$ cat config.mk
export PLATFORM = sky130hd
export DESIGN_NAME = mem_sync_param
export DESIGN_NICKNAME = d
export VERILOG_FILES = /design/src/rtl/mem_sync_param.sv
export SDC_FILE = /design/constraint.sdc
export NUM_CORES = 1
export LEC_CHECK = 0
export ABC_CLOCK_PERIOD_IN_PS = 2750
export CAP_MARGIN = 20
export CORE_UTILIZATION = 40
export CTS_CLUSTER_SIZE = 24
export DETAILED_ROUTE_END_ITERATION = 12
export GPL_TIMING_DRIVEN = 1
export PLACE_DENSITY_LB_ADDON = 0.2
export SETUP_SLACK_MARGIN = 0.02
export SYNTH_ARGS = -nofsm -noshare
export SYNTH_HDL_FRONTEND = slang
export SYNTH_SLANG_ARGS = --single-unit
$ cat constraint.sdc
create_clock -name clk_i -period 2.75 [get_ports clk_i]
set_input_delay 0.55 -clock clk_i [delete_from_list [all_inputs] [get_ports clk_i]]
set_output_delay 0.55 -clock clk_i [all_outputs]
set_load 0.005 [all_outputs]
$ cat src/rtl/mem_sync_param.sv
// Parametrised single-port synchronous memory: byte-enable writes, req/ready
// handshake, 1- or 2-cycle read latency, address range checking, and a
// hardware sweep that zeroes every word after reset or on clr_i.
//
// state    | meaning
// ST_CLEAR | writing zero to ptr_q each cycle, 0..DEPTH-1; no accesses
// ST_IDLE  | accepting one read or write per cycle
module mem_sync_param #(
  parameter int DW       = 16,
  parameter int AW       = 5,
  parameter int DEPTH    = 32,
  parameter int READ_LAT = 1
) (
  input  logic              clk_i,
  input  logic              rst_ni,
  input  logic              req_i,
  input  logic              we_i,
  input  logic [AW-1:0]     addr_i,
  input  logic [DW-1:0]     wdata_i,
  input  logic [DW/8-1:0]   be_i,
  input  logic              clr_i,
  output logic              ready_o,
  output logic [DW-1:0]     rdata_o,
  output logic              rvalid_o,
  output logic              err_o
);

  localparam int BW = DW / 8;
  localparam logic [AW-1:0] LAST_PTR = AW'(DEPTH - 1);

  typedef enum logic {
    ST_CLEAR = 1'b0,
    ST_IDLE  = 1'b1
  } state_e;

  state_e          state_q, state_d;
  logic [AW-1:0]   ptr_q, ptr_d;
  logic            ready_q;
  logic            rvalid_q;
  logic            err_q;
  logic [DW-1:0]   rdata_q;

  logic [DW-1:0]   mem_q [DEPTH];

  logic            sweep_we;
  logic            accept;
  logic            wr_acc;
  logic            rd_acc;
  logic            in_range;
  logic            wr_err;
  logic [DW-1:0]   rd_word;
  logic [DW-1:0]   wr_word;

  // Read result arriving at the output registers on the next edge.
  logic            fin_v;
  logic            fin_e;
  logic [DW-1:0]   fin_d;

  // ready_q mirrors state_q == ST_IDLE, so it blocks accesses during the sweep.
  assign accept = req_i & ready_q & ~clr_i;
  assign wr_acc = accept & we_i;
  assign rd_acc = accept & ~we_i;

  generate
    if (DEPTH >= (1 << AW)) begin : g_full_range
      assign in_range = 1'b1;
    end else begin : g_part_range
      assign in_range = ({1'b0, addr_i} < (AW+1)'(DEPTH));
    end
  endgenerate

  assign wr_err  = wr_acc & ~in_range;
  assign rd_word = in_range ? mem_q[addr_i] : '0;

  // Merge enabled byte lanes of the write data over the current word.
  always_comb begin
    wr_word = rd_word;
    for (int b = 0; b < BW; b++) begin
      if (be_i[b]) begin
        wr_word[8*b +: 8] = wdata_i[8*b +: 8];
      end
    end
  end

  // Next-state logic: sweep pointer walks 0..DEPTH-1 then parks at the last word.
  always_comb begin
    state_d  = state_q;
    ptr_d    = ptr_q;
    sweep_we = 1'b0;
    case (state_q)
      ST_CLEAR: begin
        sweep_we = 1'b1;
        if (ptr_q == LAST_PTR) begin
          state_d = ST_IDLE;
        end else begin
          ptr_d = ptr_q + AW'(1);
        end
      end
      ST_IDLE: begin
        if (clr_i) begin
          state_d = ST_CLEAR;
          ptr_d   = '0;
        end
      end
      default: begin
        state_d = ST_CLEAR;
        ptr_d   = '0;
      end
    endcase
  end

  // State, sweep pointer and registered ready.
  always_ff @(posedge clk_i or negedge rst_ni) begin
    if (!rst_ni) begin
      state_q <= ST_CLEAR;
      ptr_q   <= '0;
      ready_q <= 1'b0;
    end else begin
      state_q <= state_d;
      ptr_q   <= ptr_d;
      ready_q <= (state_d == ST_IDLE);
    end
  end

  // Storage array; no reset, contents are defined once the sweep finishes.
  always_ff @(posedge clk_i) begin
    if (sweep_we) begin
      mem_q[ptr_q] <= '0;
    end else if (wr_acc && in_range) begin
      mem_q[addr_i] <= wr_word;
    end
  end

  generate
    if (READ_LAT == 2) begin : g_lat2
      logic          s1_v_q;
      logic          s1_e_q;
      logic [DW-1:0] s1_d_q;

      // Extra read stage: capture the word at the accept edge, present it one cycle later.
      always_ff @(posedge clk_i or negedge rst_ni) begin
        if (!rst_ni) begin
          s1_v_q <= 1'b0;
          s1_e_q <= 1'b0;
          s1_d_q <= '0;
        end else begin
          s1_v_q <= rd_acc;
          s1_e_q <= rd_acc & ~in_range;
          if (rd_acc) begin
            s1_d_q <= rd_word;
          end
        end
      end

      assign fin_v = s1_v_q;
      assign fin_e = s1_e_q;
      assign fin_d = s1_d_q;
    end else begin : g_lat1
      assign fin_v = rd_acc;
      assign fin_e = rd_acc & ~in_range;
      assign fin_d = rd_word;
    end
  endgenerate

  // Output registers; rdata holds its last value between read strobes.
  always_ff @(posedge clk_i or negedge rst_ni) begin
    if (!rst_ni) begin
      rvalid_q <= 1'b0;
      err_q    <= 1'b0;
      rdata_q  <= '0;
    end else begin
      rvalid_q <= fin_v;
      err_q    <= wr_err | fin_e;
      if (fin_v) begin
        rdata_q <= fin_d;
      end
    end
  end

  assign ready_o  = ready_q;
  assign rvalid_o = rvalid_q;
  assign err_o    = err_q;
  assign rdata_o  = rdata_q;

endmodule

==> results by group <==
Power
  • Combinational share of power: 15.9%
  • Net switching power: 5.31 mW
  • Sw Ratio: 26.2%
  • Internal power: 14.9 mW
  • VDD IR max: 0.721 mV
  • Power Dens Cells: 780 nW/um^2
  • Clock Power Share: 34.1%
  • P_leak: 9.60 nW
  • Sequential share of power: 50.1%

Critical path
  • Required time of the critical path: 3.20 ns
  • Worst Path Arrival: 2.94 ns
  • WS Path Type: input pin to flip-flop
  • CP Launch Type: input pin
  • Crit-path cells: clkdlybuf4s50_1 -> buf_4 -> nor2_4 -> buf_12 -> buf_4 -> a22oi_1 -> a21oi_1 -> nor4_2 -> o21a_1 -> buf_12
  • CP top delay family: buffers and inverters
  • Max stage delay on crit path: 0.58 ns
  • WP buf/inv: 5
  • Crit path capture type: flip-flop
  • Slowest CP cell: clkdlybuf4s50_1
  • Crit Path Max Fanout: 26
  • Reg2Reg Setup Slack: 0.54 ns

Clock tree
  • Clock transition at the registers of the reported paths: 0.06 ns
  • Post-CTS setup buffers: 0
  • Htree depth: 2
  • TritonCTS buffer count: 53
  • Worst-case clock buffer depth: 3
  • Post-CTS Resized: 0
  • Worst-Skew Late Latency: 0.61 ns
  • Hold_buf cts: 0
  • Clock sinks: 535
  • Clk root buf: clkbuf_16
  • CTS tree: done

Finish
  • Fin area: 26000 sq um
  • Layout cells sized above 1: 19.5%
  • Commonest non-fill, non-tap cell in the layout: edfxtp_1
  • Antenna Cells: 0
  • Most frequent cells in the layout: edfxtp_1 (512), mux2i_1 (259), a22oi_1 (130)
  • Final #Nets: 1475
  • Final non-filler cell total: 2176
  • Fin util: 49.2%
  • FILL cells: 4418
  • P&R area growth vs syn: 21.1%

Floorplan
  • Number of top-level pins: 47
  • Die X: 234 um
  • Core ar.: 52800 sq um
  • Initial Util: 40.6%
  • Die Height: 234 um
  • Die ar.: 54500 sq um
  • Standard-cell rows: 84

Timing
  • Setup ws final: 0.266 ns
  • Slew headroom: 66.7%
  • Fin. max-slew vios: 0
  • Fmax: 0.403 GHz
  • Fin. Hold Viols: 0
  • Final period util: 90.3%
  • RSZ-0062 raised after global routing: no
  • Clock skew: 0.0152 ns
  • Period minus WS final: 2.48 ns
  • Worst slew pin tran: 0.498 ns
  • Final setup viols: 0
  • Hold WS: 0.342 ns

Logic synthesis
  • Number of synthesized register bits: 535
  • Post-synthesis sequential area ratio: 74.4%
  • Post-Syn Instances: 1237
  • Yosys warnings: 0
  • Mapped Area: 21400 sq um
  • Syn_nets: 1267
  • Netlist cell types: 40
  • Mean Syn Cell Area: 17.3 sq um

Routing
  • Initial DRT Pass Iterations: 9
  • Final Routed Wirelength: 61000 um
  • Via Count: 12100
  • Vias per inst: 5.58
  • Remaining DRCs: 2
  • Drt wl/cell: 28.0 um
  • Initial drt markers: 1088
  • Post-route ant nets: 0

Status
  • Status: complete, but fails checks
  • Failing checks: DRC

Global routing
  • Number of antenna violations at the first check in global routing: 0
  • Largest net degree at the start of global routing: 45
  • GRT busiest layer: met2
  • Grt ovf: 0
  • M1 GR Usage: 31.4%
  • Met2 global-route usage: 36.8%
  • GRT Overall Usage: 22.6%
  • GR Layer Usage met3: 2.53%
  • First-pass GRT wire length: 85800 um
  • Vias in the first global route: 11800

Job
  • Max-Cap Viols: 0

Place
  • Input/output buffers: 45
  • Final RePlAce weighted congestion: 0.819
  • DP Worst Slack: -0.324 ns
  • Post-place instance area: 24300 sq um
  • Dpl cells: 2078
  • Post-DP HPWL: 37500 um

Min path
  • HP Class: input pin to asynchronous set/reset pin
==> final timing paths <==
path                                             start                 endpoint  cells past startpoint
worst max-delay path                         addr_i[2]   mem_q[17][9]$_DFFE_PP_                     10
worst min-delay path                            rst_ni       rvalid_o$_DFF_PN0_                      2
worst min register to register  rdata_o[8]$_DFFE_PN0P_   rdata_o[8]$_DFFE_PN0P_                      1
max in group asynchronous                       rst_ni     ptr_q[1]$_DFFE_PN0N_                      2
worst max register to register       ready_o$_DFF_PN0_  mem_q[11][14]$_DFFE_PP_                      7
min in group clk_i              rdata_o[8]$_DFFE_PN0P_   rdata_o[8]$_DFFE_PN0P_                      1
==> cells by family after synthesis <==
family	after synthesis	synth area share, %
adder cells (fa/ha/maj)	2	0.117
other	1	0.0175
flip-flops	535	74.4
XOR/XNOR	3	0.123
AND/OR/NAND/NOR	91	2.57
buffers and inverters	94	2.60
AO/OA/AOI/OAI	236	7.28
multiplexers	275	12.9
==> worst reg2reg max path, stage by stage (launching register included) <==
cell	delay, ns
dfrtp_1	0.45
nand4b_1	0.23
buf_4	0.22
nand2_1	0.08
and2_1	0.19
nand2_1	0.16
nor2_1	0.23
buf_4	0.31
==> cell usage after synthesis (all sizes together) <==
| library cell | count | share of area [%] |
|---|---|---|
| a21oi | 80 | 1.9 |
| a22oi | 130 | 4.6 |
| a32oi | 2 | 0.082 |
| and2 | 2 | 0.058 |
| and3 | 1 | 0.029 |
| and4b | 1 | 0.047 |
| buf | 53 | 1.8 |
| clkbuf | 22 | 0.46 |
| conb | 1 | 0.017 |
| dfrtp | 23 | 2.7 |
| edfxtp | 512 | 72 |
| ha | 2 | 0.12 |
| inv | 19 | 0.33 |
| mux2 | 16 | 0.84 |
| mux2i | 259 | 12 |
| nand2 | 18 | 0.32 |
| nand2b | 4 | 0.12 |
| nand3 | 2 | 0.047 |
| nand3b | 3 | 0.11 |
| nand4 | 1 | 0.029 |
| nand4b | 1 | 0.041 |
| nor2 | 35 | 0.62 |
| nor2b | 4 | 0.12 |
| nor3 | 1 | 0.047 |
| nor4 | 16 | 0.93 |
| o21a | 16 | 0.56 |
| o21ai | 3 | 0.070 |
| o22ai | 4 | 0.12 |
| o31ai | 1 | 0.035 |
| or2 | 1 | 0.029 |
| or3 | 1 | 0.029 |
| xnor2 | 1 | 0.041 |
| xor2 | 2 | 0.082 |
==> stage by stage <==
stage | TNS (ns) | power, mW
global placement | -126.24 | 13.5
detailed placement | -134.92 | 13.5
floorplan | 0 | 11.7
finish | 0 | 20.3
global route | 0 | 20.9
CTS | 0 | 20.4
==> state kept, by name, summed over array words and instances, names as in the netlist <==
register	flops
ready_o	1
rvalid_o	1
mem_q	512
rdata_o	16
ptr_q	5
==> metal layers <==
metal	part of all wire [%]	wire length [um]
met1	44	26800
met2	48	29400
met3	4.8	2920
met4	3.1	1890
met5	0	0
==> power by group through the flow <==
| stage | clock network [mW] | registers (mW) | logic [mW] |
|---|---|---|---|
| after detailed placement | 0 | 10.3 | 3.22 |
| after CTS | 6.99 | 10.1 | 3.23 |
| after global routing | 7.27 | 10.2 | 3.37 |
| after floorplan | 0 | 10.2 | 1.43 |
| final | 6.90 | 10.1 | 3.21 |
| after global placement | 0 | 10.3 | 3.21 |
==> area by class of cell <==
cell class	instances	area, sq um	area share (%)
clock buffers	71	1440	5.52
clock inverters	27	193	0.742
inverters	19	71.3	0.275
multi-input cells	608	4960	19.1
flip-flops and latches	535	16000	61.4
well taps	688	861	3.31
repair buffers	228	2500	9.64
Power figures use the tool's default switching activity.
